`config.mk`:
```
export PLATFORM = sky130hd
export DESIGN_NAME = uart_asc_num_multi_flat
export DESIGN_NICKNAME = d
export VERILOG_FILES = /design/src/rtl/uart_asc_num_multi_if.sv /design/src/rtl/uart_asc_num_multi.sv /design/src/flat_wrapper.sv
export SDC_FILE = /design/constraint.sdc
export NUM_CORES = 1
export LEC_CHECK = 0
export ABC_CLOCK_PERIOD_IN_PS = 7600
export BUFFER_PORTS_ARGS = -buffer_cell sky130_fd_sc_hd__buf_2
export CORE_ASPECT_RATIO = 0.8
export CORE_UTILIZATION = 45
export CTS_BUF_LIST = sky130_fd_sc_hd__clkbuf_8
export DETAILED_ROUTE_END_ITERATION = 12
export HOLD_SLACK_MARGIN = 0.12
export MAX_ROUTING_LAYER = met4
export SYNTH_ARGS = -nofsm -noshare
export SYNTH_HDL_FRONTEND = slang
export SYNTH_SLANG_ARGS = --single-unit
```
`constraint.sdc`:
```
create_clock -name clk -period 7.6 [get_ports clk]
set_input_delay 0.38 -clock clk [delete_from_list [all_inputs] [get_ports clk]]
set_output_delay 0.38 -clock clk [all_outputs]
set_load 0.02 [all_outputs]
```
`src/rtl/uart_asc_num_multi_if.sv`:
```
// Byte-stream and result bus between a UART receiver front end and the
// multi-field ASCII-to-number converter.
interface uart_asc_num_multi_if #(
    parameter int CH = 3,
    parameter int DW = 32
);
    logic [7:0]       asc;
    logic             start;
    logic             dataerror;
    logic             frameerror;
    logic             clr;
    logic [CH*DW-1:0] data_out;
    logic             valid;
    logic             frame_err;
    logic             ovf;

    modport master (
        output asc, start, dataerror, frameerror, clr,
        input  data_out, valid, frame_err, ovf
    );

    modport slave (
        input  asc, start, dataerror, frameerror, clr,
        output data_out, valid, frame_err, ovf
    );
endinterface

```
`src/rtl/uart_asc_num_multi.sv`:
```
// Parses lines of CH comma-separated decimal fields ended by CR/LF and
// latches all fields together with a valid pulse; bad lines raise frame_err.
module uart_asc_num_multi #(
    parameter int CH     = 3,
    parameter int DW     = 32,
    parameter bit SIGNED = 1'b1
) (
    input  logic                 clk,
    input  logic                 rst,
    uart_asc_num_multi_if.slave  bus
);
    localparam int IW = (CH > 1) ? $clog2(CH) : 1;
    localparam logic [IW-1:0] LAST = IW'(CH - 1);
    localparam logic [DW+3:0] LIMIT = SIGNED ? (DW+4)'((64'd1 << (DW - 1)) - 64'd1)
                                             : (DW+4)'((64'd1 << DW) - 64'd1);

    typedef enum logic [2:0] {IDLE, SIGN, FIELD, SEP, DISCARD} state_t;

    state_t           state_q, state_d;
    logic [IW-1:0]    idx_q, idx_d;
    logic [DW-1:0]    acc_q, acc_d;
    logic             neg_q, neg_d;
    logic             ovf_pend_q, ovf_pend_d;
    logic [CH*DW-1:0] stage_q, stage_d;
    logic [CH*DW-1:0] data_q, data_d;
    logic             valid_q, valid_d;
    logic             frame_err_q, frame_err_d;
    logic             ovf_q, ovf_d;
    logic             start_q;

    logic          byte_ev, byte_err;
    logic          is_digit, is_minus, is_sep, is_term;
    logic [3:0]    dval;
    logic [DW+3:0] acc_mul;
    logic          sat_over;
    logic [DW-1:0] acc_sat, fld_val;
    logic          line_done, line_fail;

    assign byte_ev  = bus.start && !start_q;
    assign byte_err = bus.dataerror || bus.frameerror;
    assign is_digit = (bus.asc >= 8'h30) && (bus.asc <= 8'h39);
    assign is_minus = (bus.asc == 8'h2D);
    assign is_sep   = (bus.asc == 8'h2C);
    assign is_term  = (bus.asc == 8'h0D) || (bus.asc == 8'h0A);
    assign dval     = bus.asc[3:0];

    // acc*10 + digit without a multiplier; the 4 extra bits cannot overflow.
    assign acc_mul  = ({4'b0, acc_q} << 3) + ({4'b0, acc_q} << 1) + {{DW{1'b0}}, dval};
    assign sat_over = acc_mul > LIMIT;
    assign acc_sat  = sat_over ? LIMIT[DW-1:0] : acc_mul[DW-1:0];
    assign fld_val  = neg_q ? (~acc_q + 1'b1) : acc_q;

    always_comb begin
        // NOTE: every combinational output gets a default first so no path can infer a latch.
        state_d     = state_q;
        idx_d       = idx_q;
        acc_d       = acc_q;
        neg_d       = neg_q;
        ovf_pend_d  = ovf_pend_q;
        stage_d     = stage_q;
        data_d      = data_q;
        ovf_d       = ovf_q;
        valid_d     = 1'b0;
        frame_err_d = 1'b0;
        line_done   = 1'b0;
        line_fail   = 1'b0;

        if (bus.clr) begin
            state_d    = IDLE;
            idx_d      = '0;
            acc_d      = '0;
            neg_d      = 1'b0;
            ovf_pend_d = 1'b0;
            stage_d    = '0;
            data_d     = '0;
            ovf_d      = 1'b0;
        end else if (byte_ev) begin
            unique case (state_q)
                IDLE, SEP: begin
                    if (byte_err) begin
                        state_d = DISCARD;
                    end else if (is_digit) begin
                        state_d = FIELD;
                        acc_d   = {{(DW-4){1'b0}}, dval};
                        neg_d   = 1'b0;
                    end else if (is_minus && SIGNED) begin
                        state_d = SIGN;
                        neg_d   = 1'b1;
                    end else if (is_term) begin
                        // Blank lines are harmless; an empty trailing field is not.
                        line_fail = (state_q == SEP);
                    end else begin
                        state_d = DISCARD;
                    end
                end
                SIGN: begin
                    if (!byte_err && is_digit) begin
                        state_d = FIELD;
                        acc_d   = {{(DW-4){1'b0}}, dval};
                    end else begin
                        state_d = DISCARD;
                    end
                end
                FIELD: begin
                    if (byte_err) begin
                        state_d = DISCARD;
                    end else if (is_digit) begin
                        acc_d = acc_sat;
                        if (sat_over) ovf_pend_d = 1'b1;
                    end else if (is_sep) begin
                        if (idx_q != LAST) begin
                            stage_d[idx_q*DW +: DW] = fld_val;
                            idx_d   = idx_q + 1'b1;
                            acc_d   = '0;
                            neg_d   = 1'b0;
                            state_d = SEP;
                        end else begin
                            state_d = DISCARD;
                        end
                    end else if (is_term) begin
                        if (idx_q == LAST) begin
                            stage_d[idx_q*DW +: DW] = fld_val;
                            data_d    = stage_d;
                            valid_d   = 1'b1;
                            ovf_d     = ovf_pend_q;
                            line_done = 1'b1;
                        end else begin
                            line_fail = 1'b1;
                        end
                    end else begin
                        state_d = DISCARD;
                    end
                end
                DISCARD: line_fail = is_term;
                default: state_d = IDLE;
            endcase

            if (line_fail) begin
                frame_err_d = 1'b1;
                ovf_d       = 1'b0;
            end
            if (line_done || line_fail) begin
                state_d    = IDLE;
                idx_d      = '0;
                acc_d      = '0;
                neg_d      = 1'b0;
                ovf_pend_d = 1'b0;
            end
        end
    end

    always_ff @(posedge clk or posedge rst) begin
        if (rst) begin
            state_q     <= IDLE;
            idx_q       <= '0;
            acc_q       <= '0;
            neg_q       <= 1'b0;
            ovf_pend_q  <= 1'b0;
            stage_q     <= '0;
            data_q      <= '0;
            valid_q     <= 1'b0;
            frame_err_q <= 1'b0;
            ovf_q       <= 1'b0;
            start_q     <= 1'b0;
        end else begin
            // NOTE: state registers use non-blocking assignments so every flop samples pre-edge values.
            state_q     <= state_d;
            idx_q       <= idx_d;
            acc_q       <= acc_d;
            neg_q       <= neg_d;
            ovf_pend_q  <= ovf_pend_d;
            stage_q     <= stage_d;
            data_q      <= data_d;
            valid_q     <= valid_d;
            frame_err_q <= frame_err_d;
            ovf_q       <= ovf_d;
            start_q     <= bus.start;
        end
    end

    assign bus.data_out  = data_q;
    assign bus.valid     = valid_q;
    assign bus.frame_err = frame_err_q;
    assign bus.ovf       = ovf_q;
endmodule
```
`src/flat_wrapper.sv`:
```
// flat-port wrapper written by rule: the top's interface ports become plain ports
module uart_asc_num_multi_flat 
#(
    parameter int CH     = 3,
    parameter int DW     = 32,
    parameter bit SIGNED = 1'b1
)
  (clk, rst, bus_asc, bus_start, bus_dataerror, bus_frameerror, bus_clr, bus_data_out, bus_valid, bus_frame_err, bus_ovf);
  uart_asc_num_multi_if #(.CH(CH), .DW(DW)) bus_i ();
  input  logic clk;
  input  logic rst;
  input wire logic [$bits(bus_i.asc)-1:0] bus_asc;
  input wire logic [$bits(bus_i.start)-1:0] bus_start;
  input wire logic [$bits(bus_i.dataerror)-1:0] bus_dataerror;
  input wire logic [$bits(bus_i.frameerror)-1:0] bus_frameerror;
  input wire logic [$bits(bus_i.clr)-1:0] bus_clr;
  output wire logic [$bits(bus_i.data_out)-1:0] bus_data_out;
  output wire logic [$bits(bus_i.valid)-1:0] bus_valid;
  output wire logic [$bits(bus_i.frame_err)-1:0] bus_frame_err;
  output wire logic [$bits(bus_i.ovf)-1:0] bus_ovf;
  assign bus_i.asc = bus_asc;
  assign bus_i.start = bus_start;
  assign bus_i.dataerror = bus_dataerror;
  assign bus_i.frameerror = bus_frameerror;
  assign bus_i.clr = bus_clr;
  assign bus_data_out = bus_i.data_out;
  assign bus_valid = bus_i.valid;
  assign bus_frame_err = bus_i.frame_err;
  assign bus_ovf = bus_i.ovf;
  uart_asc_num_multi #(.CH(CH), .DW(DW), .SIGNED(SIGNED)) u_core (.clk(clk), .rst(rst), .bus(bus_i));
endmodule
```
==> impl.org <==
** Outcome
- Outcome :: finished, final reports clean

** Power and ir drop
- The worst-case IR drop observed on VDD is 0.000147 V.
- The analysis attributes to cell leakage a power of 0.00711 uW.
- The share of total power dissipated in sequential elements is 0.468.
- For this design the ratio of total power to cell area is 176 nW/um^2.
- Power dissipated by switching net loads :: 685 uW
- Of the total power, the share spent switching nets is 0.253.
- The share of total power dissipated in combinational logic is 0.057.
- Portion of total power attributed to the clock network :: 0.475
- The internal portion of the total power is 2020 uW.

** Place
- I/O Buffers :: 112
- Routability Congestion :: 0.882
- Detail Placement HPWL :: 26900 um
- Once placement finished, the instance area stood at 14400 sq um.
- Once placement completed, the tool counted placed cells totaling 1955.

** Critical path
- The worst setup path is captured at a register.
- Measured in cells, the most critical reg-to-reg path has a length of 11.
- Worst path slowest cell :: sky130_fd_sc_hd__o31ai_4
- FF-to-FF setup slack :: 3.46 ns
- Of all nets on the critical path, the largest fanout is 18.
- Cell repeated most along the worst path :: sky130_fd_sc_hd__ha_1
- STA puts the critical path data required time at 8.03 ns.
- The signal on the critical path passes through ha_1 -> ha_1 -> and4_1 -> and2_1 -> o2111ai_1 -> a31oi_1 -> mux2_2 -> o2bb2ai_1 -> o31ai_4 -> buf_4 -> o211ai_1.
- Launch instance of the worst register-to-register path :: u_core.acc_q[15]
- Type of element launching the critical path :: register
- The setup path with the least slack is of type reg -> reg.
- Crit path DAT :: 4.58 ns
- Endpoint of the worst-slack reg-to-reg timing path :: u_core.acc_q[21]
- On the worst path, the slowest cell contributes a delay of 0.67 ns.

** CTS
- TritonCTS clock tree :: built
- Post-CTS repair changed the size of 0 cells.
- Post-CTS setup buffer count :: 0
- Number of sinks handled by clock tree synthesis :: 235
- Clock insertion delay at the later pin of the skew report :: 0.57 ns
- Hold buffer count at cts :: 3
- Clock slew seen by the registers of the worst setup and hold paths :: 0.06 ns
- The number of clock buffers added by TritonCTS is 42.
- Clk Tree Root Cell :: sky130_fd_sc_hd__clkbuf_8
- Deepest level of the CTS H-tree :: 2
- In this run the deepest clock path goes through 3 buffers.

** Cells and area
- Compared with the post-synthesis result, the final layout area differs by 13.1%.
- Area occupied by multi-input gates :: 7230 sq um
- In the final layout, the share of cells above drive strength 1 is 0.131.
- Excluding fillers, the count of instances in the completed layout stands at 2035.
- Number of antenna cells inserted :: 0
- The sequential cells in the finished layout cover a total of 5880 sq um.
- With fillers left out, the area of the finished cells amounts to 15400 sq um.
- Filler Cells Inserted :: 2794
- Most common library cell in the layout ignoring fill and taps :: sky130_fd_sc_hd__dfrtp_1
- In the final design database the tool counted 1681 nets.
- The library cells used most frequently in the layout, excluding fill and tap cells, are sky130_fd_sc_hd__dfrtp_1, sky130_fd_sc_hd__nand2_1, sky130_fd_sc_hd__a21oi_1, sky130_fd_sc_hd__nor2_1, sky130_fd_sc_hd__buf_2.

** Synth
- Yosys reg bits :: 235
- Post-synth cell types :: 70
- Primary flip-flop cell chosen by synthesis mapping :: sky130_fd_sc_hd__dfrtp_1
- Yosys printed 0 warnings.
- For this run, the register share of the synthesized area comes to 0.433.
- In the synthesized netlist the async set-or-reset flop fraction comes to 1.00.
- EDFF count, synth :: 0
- Mean area per synthesized cell :: 8.86 sq um
- The mapped netlist covers 13600 sq um.
- Syn nets :: 1617
- Cell count after synthesis :: 1532

** Route
- DRC errors left :: 0
- After detailed routing, the average wire length per cell comes to 19.7 um.
- For this run, the detailed router's first-pass iteration total came to 6.
- Detail-routed via count per cell :: 5.85
- Wires add up to 40100 um.
- First-iteration detailed-routing DRC count :: 1006
- Detailed routing inserted a total of 11900 vias.
- The detail route stage leaves a number of antenna-violating nets equal to 0.

** Timing
- Setup violations remaining at the end of the flow were counted as 0.
- The routed design could run at a clock period as short as 4.14 ns.
- Slew @ Worst Pin :: 1.01 ns
- Final hold viol count :: 0
- Pins over their slew limit :: 0
- Timing would allow up to 241 MHz.
- Remaining max-slew budget at the tightest pin :: 0.323
- Final worst path period share :: 0.545
- Setup repair after global routing left no endpoint under its margin.
- Post-Route Setup TNS :: 0 ns
- Worst setup skew after layout :: 0.0294 ns
- Worst-case hold slack :: 0.150 ns

** Run
- Reported max-cap violation count :: 0

** Floorplan
- Die footprint :: 30900 sq um
- 113 I/O pins were placed.
- Die boundary height :: 157 um
- Starting density of the core :: 0.460
- The core region is 29500 sq um.
- In this run the horizontal extent of the chip is 196 um.
- The floorplan has 56 rows.

** Global routing
- Across every metal layer, demand over resource in global routing totals 0.271.
- Entering global routing, the biggest net connects 141 pins.
- The number of global-route vias before repair was 11300.
- Number of antenna violations at the first check in global routing :: 0
- Leftover overflow at the end of global routing :: 0
- Global-route wire length before repair :: 64000 um

** Worst hold path
- Worst min-delay path class :: in -> reg
- Counting instances, the worst hold path has a depth of 3.
- The worst hold path begins at bus_dataerror.
- Worst hold path endpoint :: u_core.ovf_pend_q
[through the flow]
step / util / power, uW / setup WS, ns
finish: 0.520 / 2710 / 3.46
global route: 0.520 / 2810 / 3.14
CTS: 0.520 / 2740 / 3.51
detailed placement: 0.488 / 1440 / 3.52
global placement: 0.488 / 1440 / 3.59
floorplan: - / 1390 / 0.774
[registers in the layout (all words and copies together), names as in the netlist]
signal / flops
u_core.bus.data_out: 96
u_core.stage_q: 96
u_core.acc_q: 32
u_core.state_q: 3
u_core.idx_q: 2
u_core.bus.frame_err: 1
u_core.bus.ovf: 1
u_core.bus.valid: 1
u_core.neg_q: 1
u_core.ovf_pend_q: 1
u_core.start_q: 1
[worst max-delay path, delay by kind of cell (launching register included)]
family / cells / cell delay (ns)
adders and majority gates: 2 / 0.80
AOI/OAI and AO/OA: 5 / 1.48
buffers and inverters: 1 / 0.36
and+or+nand+nor: 2 / 0.50
DFF: 1 / 0.48
muxes: 1 / 0.37
[layout make-up]
class                           instances  area share
Clock inverter                         18     0.00717
Tap cell                              406      0.0331
Timing Repair Buffer                  130      0.0468
Clock buffer                           59      0.0529
Inverter                               23     0.00611
Multi-Input combinational cell       1164       0.471
Sequential cell                       235       0.383
[routing by layer]
layer  global-route usage  routed length (um)  vias up
li1                     -                   -     5716
met1                0.390               19500     5750
met4               0.0722                 803        0
met3               0.0566                2830       56
met2                0.384               16900      383
met5                    -                   0        -
[synthesized netlist by cell type (7+ instances only)]
cell type                  instances  area, sq um
sky130_fd_sc_hd__a211oi_1         87          653
sky130_fd_sc_hd__ha_1             69          863
sky130_fd_sc_hd__o211ai_1          7         52.6
sky130_fd_sc_hd__xor2_1           13          114
sky130_fd_sc_hd__nand4_1          11         68.8
sky130_fd_sc_hd__or4_1             8         60.1
sky130_fd_sc_hd__o21ai_1           7         35.0
sky130_fd_sc_hd__a221oi_1         16          140
sky130_fd_sc_hd__clkbuf_1        101          379
sky130_fd_sc_hd__buf_2             8         40.0
sky130_fd_sc_hd__nor2_1          134          503
sky130_fd_sc_hd__a22oi_1          59          443
sky130_fd_sc_hd__and3_1            9         56.3
sky130_fd_sc_hd__xnor2_1          40          350
sky130_fd_sc_hd__a21o_1            9         67.6
sky130_fd_sc_hd__o31ai_1          25          188
sky130_fd_sc_hd__or3_1             9         56.3
sky130_fd_sc_hd__dfrtp_1         235         5880
sky130_fd_sc_hd__o21ai_0         107          536
sky130_fd_sc_hd__nor2b_1          55          344
sky130_fd_sc_hd__nand2b_1         13         81.3
sky130_fd_sc_hd__nand2_1         192          721
sky130_fd_sc_hd__nor3_1           18         90.1
sky130_fd_sc_hd__a21oi_1         152          761
sky130_fd_sc_hd__nand3_1          22          110
sky130_fd_sc_hd__inv_1            22         82.6
[power groups by stage]
stage / registers [uW] / logic [uW] / clock network [uW]
3_5_place_dp: 1290 / 152 / 0
4_1_cts: 1270 / 154 / 1310
5_1_grt: 1270 / 173 / 1370
6_report: 1270 / 154 / 1290
2_1_floorplan: 1290 / 107 / 0
3_3_place_gp: 1290 / 152 / 0
[how the worst max path moves through the flow]
stage                          start          endpoint  slack, ns  cells past startpoint
detailed placement  u_core.acc_q[15]  u_core.acc_q[21]       3.52                     11
CTS                 u_core.acc_q[15]  u_core.acc_q[21]       3.51                     11
global route        u_core.acc_q[24]  u_core.acc_q[21]       3.14                     11
floorplan                        rst   u_core.acc_q[0]       0.77                      1
global placement          bus_asc[3]  u_core.acc_q[21]       3.59                     12
finish              u_core.acc_q[15]  u_core.acc_q[21]       3.46                     11
[kinds of logic (layout without fill, tap and decap cells)]
logic type | Yosys count | count (layout) | share of synthesized area
compound gates | 526 | 526 | 0.249
xor+xnor | 53 | 53 | 0.0342
fa+ha+maj | 71 | 71 | 0.0665
buf+inv | 133 | 230 | 0.0375
flops | 235 | 235 | 0.433
mux | 5 | 5 | 0.00378
simple gates | 509 | 509 | 0.176
No activity file was read; power rests on OpenSTA's default activity.
